**config.mk**
```make
export PLATFORM = sky130hd
export DESIGN_NAME = pc_redirect_unit
export DESIGN_NICKNAME = d
export VERILOG_FILES = /design/src/rtl/pc_redirect_unit_pkg.sv /design/src/rtl/pc_redirect_unit_branch_stats_counter.sv /design/src/rtl/pc_redirect_unit.sv
export SDC_FILE = /design/constraint.sdc
export NUM_CORES = 1
export LEC_CHECK = 0
export CAP_MARGIN = 5
export CORE_MARGIN = 4
export CORE_UTILIZATION = 35
export DETAILED_ROUTE_END_ITERATION = 10
export PLACE_DENSITY = 0.73
export SLEW_MARGIN = 15
export SYNTH_ARGS = -nofsm -noshare
export SYNTH_HDL_FRONTEND = slang
export SYNTH_SLANG_ARGS = --single-unit
export TNS_END_PERCENT = 10
```
**constraint.sdc**
```tcl
create_clock -name clk -period 2.2 [get_ports clk]
set_clock_uncertainty 0.1 [all_clocks]
set_input_delay 0.44 -clock clk [delete_from_list [all_inputs] [get_ports clk]]
set_output_delay 0.44 -clock clk [all_outputs]
set_load 0.01 [all_outputs]
```
**src/rtl/pc_redirect_unit_pkg.sv**
```systemverilog
// Purpose : shared types and constants for the PC redirect unit slice.
// Latency : n/a (package only).
// Backpressure: n/a.
//
// Contents: pc_state_type FSM encoding, PC_STEP increment, RESET_PC_DEFAULT.
package pc_redirect_unit_pkg;

    // RUN accepts redirects; FLUSH drains wrong-path fetches and ignores execute.
    typedef enum logic {
        RUN   = 1'b0,
        FLUSH = 1'b1
    } pc_state_type;

    // Sequential fetch advances one 32-bit instruction word.
    localparam logic [31:0] PC_STEP          = 32'd4;
    localparam logic [31:0] RESET_PC_DEFAULT = 32'h0000_0000;

endpackage : pc_redirect_unit_pkg

```
**src/rtl/pc_redirect_unit_branch_stats_counter.sv**
```systemverilog
// Purpose : counts resolved and taken conditional branches (wrapping 32-bit counters).
// Latency : counters reflect an accepted branch one cycle after it resolves.
// Backpressure: none; the caller only asserts branch_accept_vld on accepted cycles.
//
// Ports:
//   clk, reset_n        - clock, async active-low reset
//   branch_accept_vld   - a conditional branch was accepted this cycle
//   branch_taken        - that branch was taken (qualified by branch_accept_vld)
//   branch_count        - number of accepted conditional branches
//   taken_count         - number of accepted taken branches
module branch_stats_counter (
    input  logic        clk,
    input  logic        reset_n,
    input  logic        branch_accept_vld,
    input  logic        branch_taken,
    output logic [31:0] branch_count,
    output logic [31:0] taken_count
);

    logic [31:0] branch_count_q, branch_count_d;
    logic [31:0] taken_count_q,  taken_count_d;

    always_comb begin
        branch_count_d = branch_count_q;
        taken_count_d  = taken_count_q;
        if (branch_accept_vld) begin
            branch_count_d = branch_count_q + 32'd1;
            if (branch_taken) begin
                taken_count_d = taken_count_q + 32'd1;
            end
        end
    end

    always_ff @(posedge clk or negedge reset_n) begin
        if (!reset_n) begin
            branch_count_q <= 32'd0;
            taken_count_q  <= 32'd0;
        end else begin
            branch_count_q <= branch_count_d;
            taken_count_q  <= taken_count_d;
        end
    end

    assign branch_count = branch_count_q;
    assign taken_count  = taken_count_q;

endmodule : branch_stats_counter

```
**src/rtl/pc_redirect_unit.sv**
```systemverilog
// Purpose : owns the fetch PC; turns taken branches/jumps into redirects plus a flush pulse.
// Latency : redirect resolved in cycle N -> pc = target and flush_o = 1 at N+1; all outputs registered.
// Backpressure: stall holds the PC (a redirect overrides it); execute inputs are ignored during FLUSH.
//
// Ports:
//   clk, reset_n                 - clock, async active-low reset
//   stall                        - hazard hold, PC does not advance
//   branch_valid/branch_result   - conditional branch resolving / taken
//   jump_valid                   - JAL/JALR resolving
//   target                       - redirect target from execute
//   pc                           - registered fetch address
//   flush_o                      - kill wrong-path instructions in IF/ID and ID/EX
//   misaligned_o                 - sticky: some redirect target had bit 1 set
//   branch_count/taken_count     - branch statistics
// Optional feature: PC_REDIRECT_STATS_EN enables the branch statistics counters;
// when undefined both count ports are tied to zero.
module pc_redirect_unit
    import pc_redirect_unit_pkg::*;
#(
    parameter logic [31:0] RESET_PC     = RESET_PC_DEFAULT,
    parameter int unsigned FLUSH_CYCLES = 2   // legal range 1..7
) (
    input  logic        clk,
    input  logic        reset_n,
    input  logic        stall,
    input  logic        branch_valid,
    input  logic        branch_result,
    input  logic        jump_valid,
    input  logic [31:0] target,
    output logic [31:0] pc,
    output logic        flush_o,
    output logic        misaligned_o,
    output logic [31:0] branch_count,
    output logic [31:0] taken_count
);

    // Remaining FLUSH cycles after the current one; loaded so that flush_o
    // stays high for exactly FLUSH_CYCLES cycles.
    localparam logic [2:0] FLUSH_INIT = 3'(FLUSH_CYCLES - 1);

    pc_state_type state_q, state_d;
    logic [31:0]  pc_q, pc_d;
    logic [2:0]   flush_cnt_q, flush_cnt_d;
    logic         flush_q, flush_d;
    logic         misaligned_q, misaligned_d;
    logic         redirect;

    // Redirects only count in RUN; during FLUSH the execute stage holds wrong-path work.
    assign redirect = (state_q == RUN) && ((branch_valid && branch_result) || jump_valid);

    always_comb begin
        state_d      = state_q;
        pc_d         = pc_q;
        flush_cnt_d  = flush_cnt_q;
        misaligned_d = misaligned_q;

        case (state_q)
            RUN: begin
                if (redirect) begin
                    // Bit 0 always cleared, matching JALR target formation.
                    pc_d        = target & ~32'h1;
                    flush_cnt_d = FLUSH_INIT;
                    state_d     = FLUSH;
                    if (target[1]) begin
                        misaligned_d = 1'b1;
                    end
                end else if (!stall) begin
                    pc_d = pc_q + PC_STEP;
                end
            end
            FLUSH: begin
                if (!stall) begin
                    pc_d = pc_q + PC_STEP;
                end
                // Counter runs even on stalled cycles so flush length is fixed.
                if (flush_cnt_q == 3'd0) begin
                    state_d = RUN;
                end else begin
                    flush_cnt_d = flush_cnt_q - 3'd1;
                end
            end
            default: begin
                state_d = RUN;
            end
        endcase

        // flush_o is a flop mirroring the next state so it lines up with the new PC.
        flush_d = (state_d == FLUSH);
    end

    always_ff @(posedge clk or negedge reset_n) begin
        if (!reset_n) begin
            state_q      <= RUN;
            pc_q         <= RESET_PC;
            flush_cnt_q  <= 3'd0;
            flush_q      <= 1'b0;
            misaligned_q <= 1'b0;
        end else begin
            state_q      <= state_d;
            pc_q         <= pc_d;
            flush_cnt_q  <= flush_cnt_d;
            flush_q      <= flush_d;
            misaligned_q <= misaligned_d;
        end
    end

    assign pc           = pc_q;
    assign flush_o      = flush_q;
    assign misaligned_o = misaligned_q;

`ifdef PC_REDIRECT_STATS_EN
    // A branch is counted only when it is not discarded as wrong-path; a
    // simultaneous jump does not add to the counts.
    logic stats_branch_vld;
    logic stats_taken;

    assign stats_branch_vld = (state_q == RUN) && branch_valid;
    assign stats_taken      = branch_result;

    branch_stats_counter u_branch_stats_counter (
        .clk               (clk),
        .reset_n           (reset_n),
        .branch_accept_vld (stats_branch_vld),
        .branch_taken      (stats_taken),
        .branch_count      (branch_count),
        .taken_count       (taken_count)
    );
`else
    assign branch_count = 32'd0;
    assign taken_count  = 32'd0;
`endif

endmodule : pc_redirect_unit

```
# After elaboration in Yosys (flattened, before gate mapping)

Index checks and enable logic that the tools add are counted.

$add $sub $neg: 2
Eq/ne operators: 2
Muxes and demuxes: 9
Bitwise operators: 1
Reduce and logical (&&, ||, !) cells: 6

Operator list:

| operator                                                           | count |
|---|---|
| 32-bit two-way mux                                                 | 2 |
| 32-bit case mux with 2 select lines                                | 1 |
| 32-bit by 3-bit adder with 32-bit output, second input constant    | 1 |
| 3-bit two-way mux                                                  | 2 |
| 3-bit case mux with 2 select lines                                 | 1 |
| 2-bit inequality test, second input constant                       | 2 |
| 3-bit zero test                                                    | 1 |
| 3-bit AND reduction                                                | 1 |
| 3-bit by 1-bit subtractor with 3-bit output, second input constant | 1 |
| 1-bit logical AND                                                  | 2 |
| 1-bit two-way mux                                                  | 2 |
| 1-bit case mux with 2 select lines                                 | 1 |
| 2-bit AND reduction                                                | 1 |
| 1-bit logical OR                                                   | 1 |
| 1-bit NOT                                                          | 1 |

Register bits: 37
Output and inout port bits: 98

# Logic depth before layout (Yosys ltp)

Depth after elaboration: 5
Depth in mapped cells: 7
Mapped depth without buffers: 6

# Worst setup path before layout

No wires, ideal clock.

Path kind: reg2reg
From: register pc_q[7] (netlist: pc[7])
To: register pc_q[30] (netlist: pc[30])
Library setup time: 0.082 ns
Arrival time: 1.895 ns
Required time: 2.018 ns
Setup slack: 0.123 ns
Cell stages (with the launch flop): 7
Clock period less this slack: 2.077 ns
Cell sequence: dfrtp_1 > nand4_2 > or3_1 > buf_6 > buf_6 > or4_1 > a31oi_1

Word-level cells in the longest chain between the ends: 4

RTL lines:

| what                                       | line                                           | source |
|---|---|---|
| start: declaration                         | pc_redirect_unit.sv:42                         | `logic [31:0] pc_q, pc_d;` |
| start signal: assignment                   | pc_redirect_unit.sv:100                        | `pc_q <= pc_d;` |
| 32-bit by 3-bit adder with 32-bit output * | pc_redirect_unit.sv:68, pc_redirect_unit.sv:73 |  |
| 32-bit two-way mux *                       | pc_redirect_unit.sv:67, pc_redirect_unit.sv:72 |  |
| 32-bit two-way mux                         | pc_redirect_unit.sv:59                         | `if (redirect) begin` |
| 32-bit case mux with 2 select lines *      | pc_redirect_unit.sv:57                         | `case (state_q)` |
| via pc_d[30]                               | pc_redirect_unit.sv:42                         |  |

The timed path passes the listed nets; every way through them passes the cells marked *.
A chain may end at the register's enable or synchronous reset.

# Worst setup path after layout

From: register pc_q[10] (netlist: pc[10])
To: register pc_q[27] (netlist: pc[27])

Same word-level chain as after synthesis.

==> results.yml <==
status:
  outcome: "complete, no violations"
sta:
  fin_setup_tns_ps: 0
  slew_viol_final: 0
  hold_viol_final: 0
  final.period_utilization_pct: 95.2
  setup_violations: 0
  worst_slack_ps: 105
  finalCriticalPeriod_ps: 2090
  hold_ws_ps: 86.8
  max_freq_mhz: 477
place:
  dp_hpwl_um: 4510
  gp_congestion: 0.824
  dp.cells: 464
  portBuffers: 69
  post-place-ws_ps: -142
  dpl-instance-area_um2: 3180
layout:
  drive_gt1_share_pct: 8.49
  final_area_um2: 3290
  ff_latch_area_um2: 901
  multi_input_area_um2: 1270
  instances_no_fill: 473
  insertedDiodeCount: 0
  syn_to_final_growth_pct: 32.0
  nets: 417
  fill_cells: 669
synth:
  ys_dominant_reg_cell: "dfrtp_1"
  synth.ff_latch_count: 36
  syn-cell-area_um2: 2500
  synth_seq_area_share_pct: 36.1
  synth_area_leader_cell: "dfrtp_1"
  syn_inst: 289
  synth_common_cells: "buf_4, dfrtp_1, nand2_1"
  yosys.area.top_type_share_pct: 36.1
  synthArstFlopShare_pct: 100
  yosys_warnings: 0
  synth_area_leaders: "dfrtp_1, buf_4, nand2_1, or4_1, o31ai_1"
  synth_cell_types: 34
  syn_area_per_cell_um2: 8.64
  synthMostInstantiatedCell: "buf_4"
  synth_edf_count: 0
floorplan:
  die_y_um: 92.5
  core_area_um2: 6870
  io_pins: 136
  rows: 30
  start_util_pct: 36.3
  die_area_um2: 8550
  fp.dieW_um: 92.5
routing:
  postRouteAntennaNets: 0
  wl_per_cell_um: 12.5
  viasPerCell: 4.53
  drtIter0Drc: 59
  wirelength_um: 5900
  dr.pass1.iters: 4
  vias: 2145
  remaining_drc_errors: 0
setup_path:
  rr_endpoint: "pc[27]"
  r2r_start: "pc[10]"
  rr_worst_depth: 5
  cp.arrival_ps: 2190
  worstSetupEndpointType: "flip-flop"
  path_max_fanout: 28
  crit_start: "pc[10]"
  crit_end: "pc[27]"
  ff2ff_setup_slack_ps: 110
  crit_required_ps: 2290
  worstSetupPathType: "reg2reg"
  critPathLaunchType: "flip-flop"
clock_tree:
  htree_num_levels: 2
  cts_tree: "built"
  cts.clk_slew.worst_paths_ps: 80
  cts-root-buf: "clkbuf_8"
  cts_buffer_depth: 2
  cts_buffers: 5
  cts.sinks: 36
  clk_latency_ps: 290
grt:
  antenna_found_initial: 0
  grt_pass1_wl_um: 9090
  grt_pass1_vias: 1960
  globalRouteOverflowTotal: 0
  grtUsageTotal_pct: 13.1
  grt_max_degree: 40
worst_hold_path:
  hold_path_class: "in2async"
power:
  p_leak_nw: 1.38
  peakVddDrop_uv: 533
  p_per_area_nw_per_um2: 1150
flow_run:
  drv_cap: 0
==> sequential cells by signal, indices dropped and copies added, names as in the netlist <==
signal	cells
flush_cnt_q	3
flush_o	1
misaligned_o	1
pc	31
==> cells in the final DEF (no fill, tap or decap), types with 5 or more instances in the layout <==
master	instances
nand2_1	30
xnor2_1	9
o21ai_0	16
conb_1	65
inv_1	6
clkbuf_8	5
nor2_1	18
dfrtp_1	36
or4_1	15
nand3_1	10
buf_4	21
o31ai_1	13
a31oi_1	15
clkdlybuf4s50_1	68
nand4_1	8
==> worst max-delay path, cell delays in order, from the launching register on <==
cell and delay (ps):
dfrtp_1 420, nand4_2 130, or3_1 430, buf_6 190, or4_1 510, a31oi_1 210
==> metrics by stage <==
stage          utilization (%)  power, mW
3_3_place_gp              46.2       3.16
4_1_cts                   47.8       3.81
5_1_grt                   48.0       4.06
6_report                  48.0       3.78
2_1_floorplan                -       2.29
3_5_place_dp              46.2       3.22
==> repair_timing <==
item                                    CTS  global route
buffers inserted                          0             1
endpoints found under the setup margin    0             2
hold buffers                              0             0
endpoints found under the hold margin     0             0
resized for setup                         0             1
==> routing by layer <==
| metal | GRT usage [%] | up-vias | part of all wire (%) |
|---|---|---|---|
| met5 | 0 | - | 0 |
| met4 | 4.83 | 0 | 1.4 |
| met3 | 2.60 | 7 | 7.1 |
| li1 | - | 1062 | - |
| met1 | 16.0 | 1001 | 43 |
| met2 | 22.6 | 75 | 49 |
==> logic make-up after synthesis <==
kind of cell               after synthesis  share of synthesized area (%)
muxes                                    1                          0.401
and+or+nand+nor                        105                           22.6
adders and majority gates                3                           1.50
xor gates and xnor gates                13                           4.56
buffers and inverters                   82                           22.7
other                                    1                          0.150
AOI/OAI and AO/OA                       48                           12.0
DFF                                     36                           36.1
==> cell type report <==
type,count,area share (%)
multi-input cells,235,38.5
flip-flops and latches,36,27.3
repair buffers,92,26.5
well taps,96,3.65
clock buffers,6,2.20
clock inverters,2,1.06
inverters,6,0.684
==> how the worst min path moves through the flow <==
stage | from | end | slack (ps) | depth (start not counted)
after floorplan | reset_n | flush_cnt_q[0] | 40 | 0
after detailed placement | misaligned_o | misaligned_o | 350 | 1
after CTS | reset_n | flush_cnt_q[2] | 100 | 2
after global placement | misaligned_o | misaligned_o | 360 | 1
final | reset_n | flush_cnt_q[0] | 90 | 2
after global routing | reset_n | flush_cnt_q[2] | 120 | 2
==> where the power goes <==
| part | leakage (nW) | switching [mW] | internal [mW] |
|---|---|---|---|
| Sequential | 0.416 | 0.339 | 0.978 |
| Clock | 0.0552 | 0.240 | 0.336 |
| Combinational | 0.913 | 0.887 | 1.00 |
| Total | 1.38 | 1.47 | 2.32 |
Power figures use the tool's default switching activity.
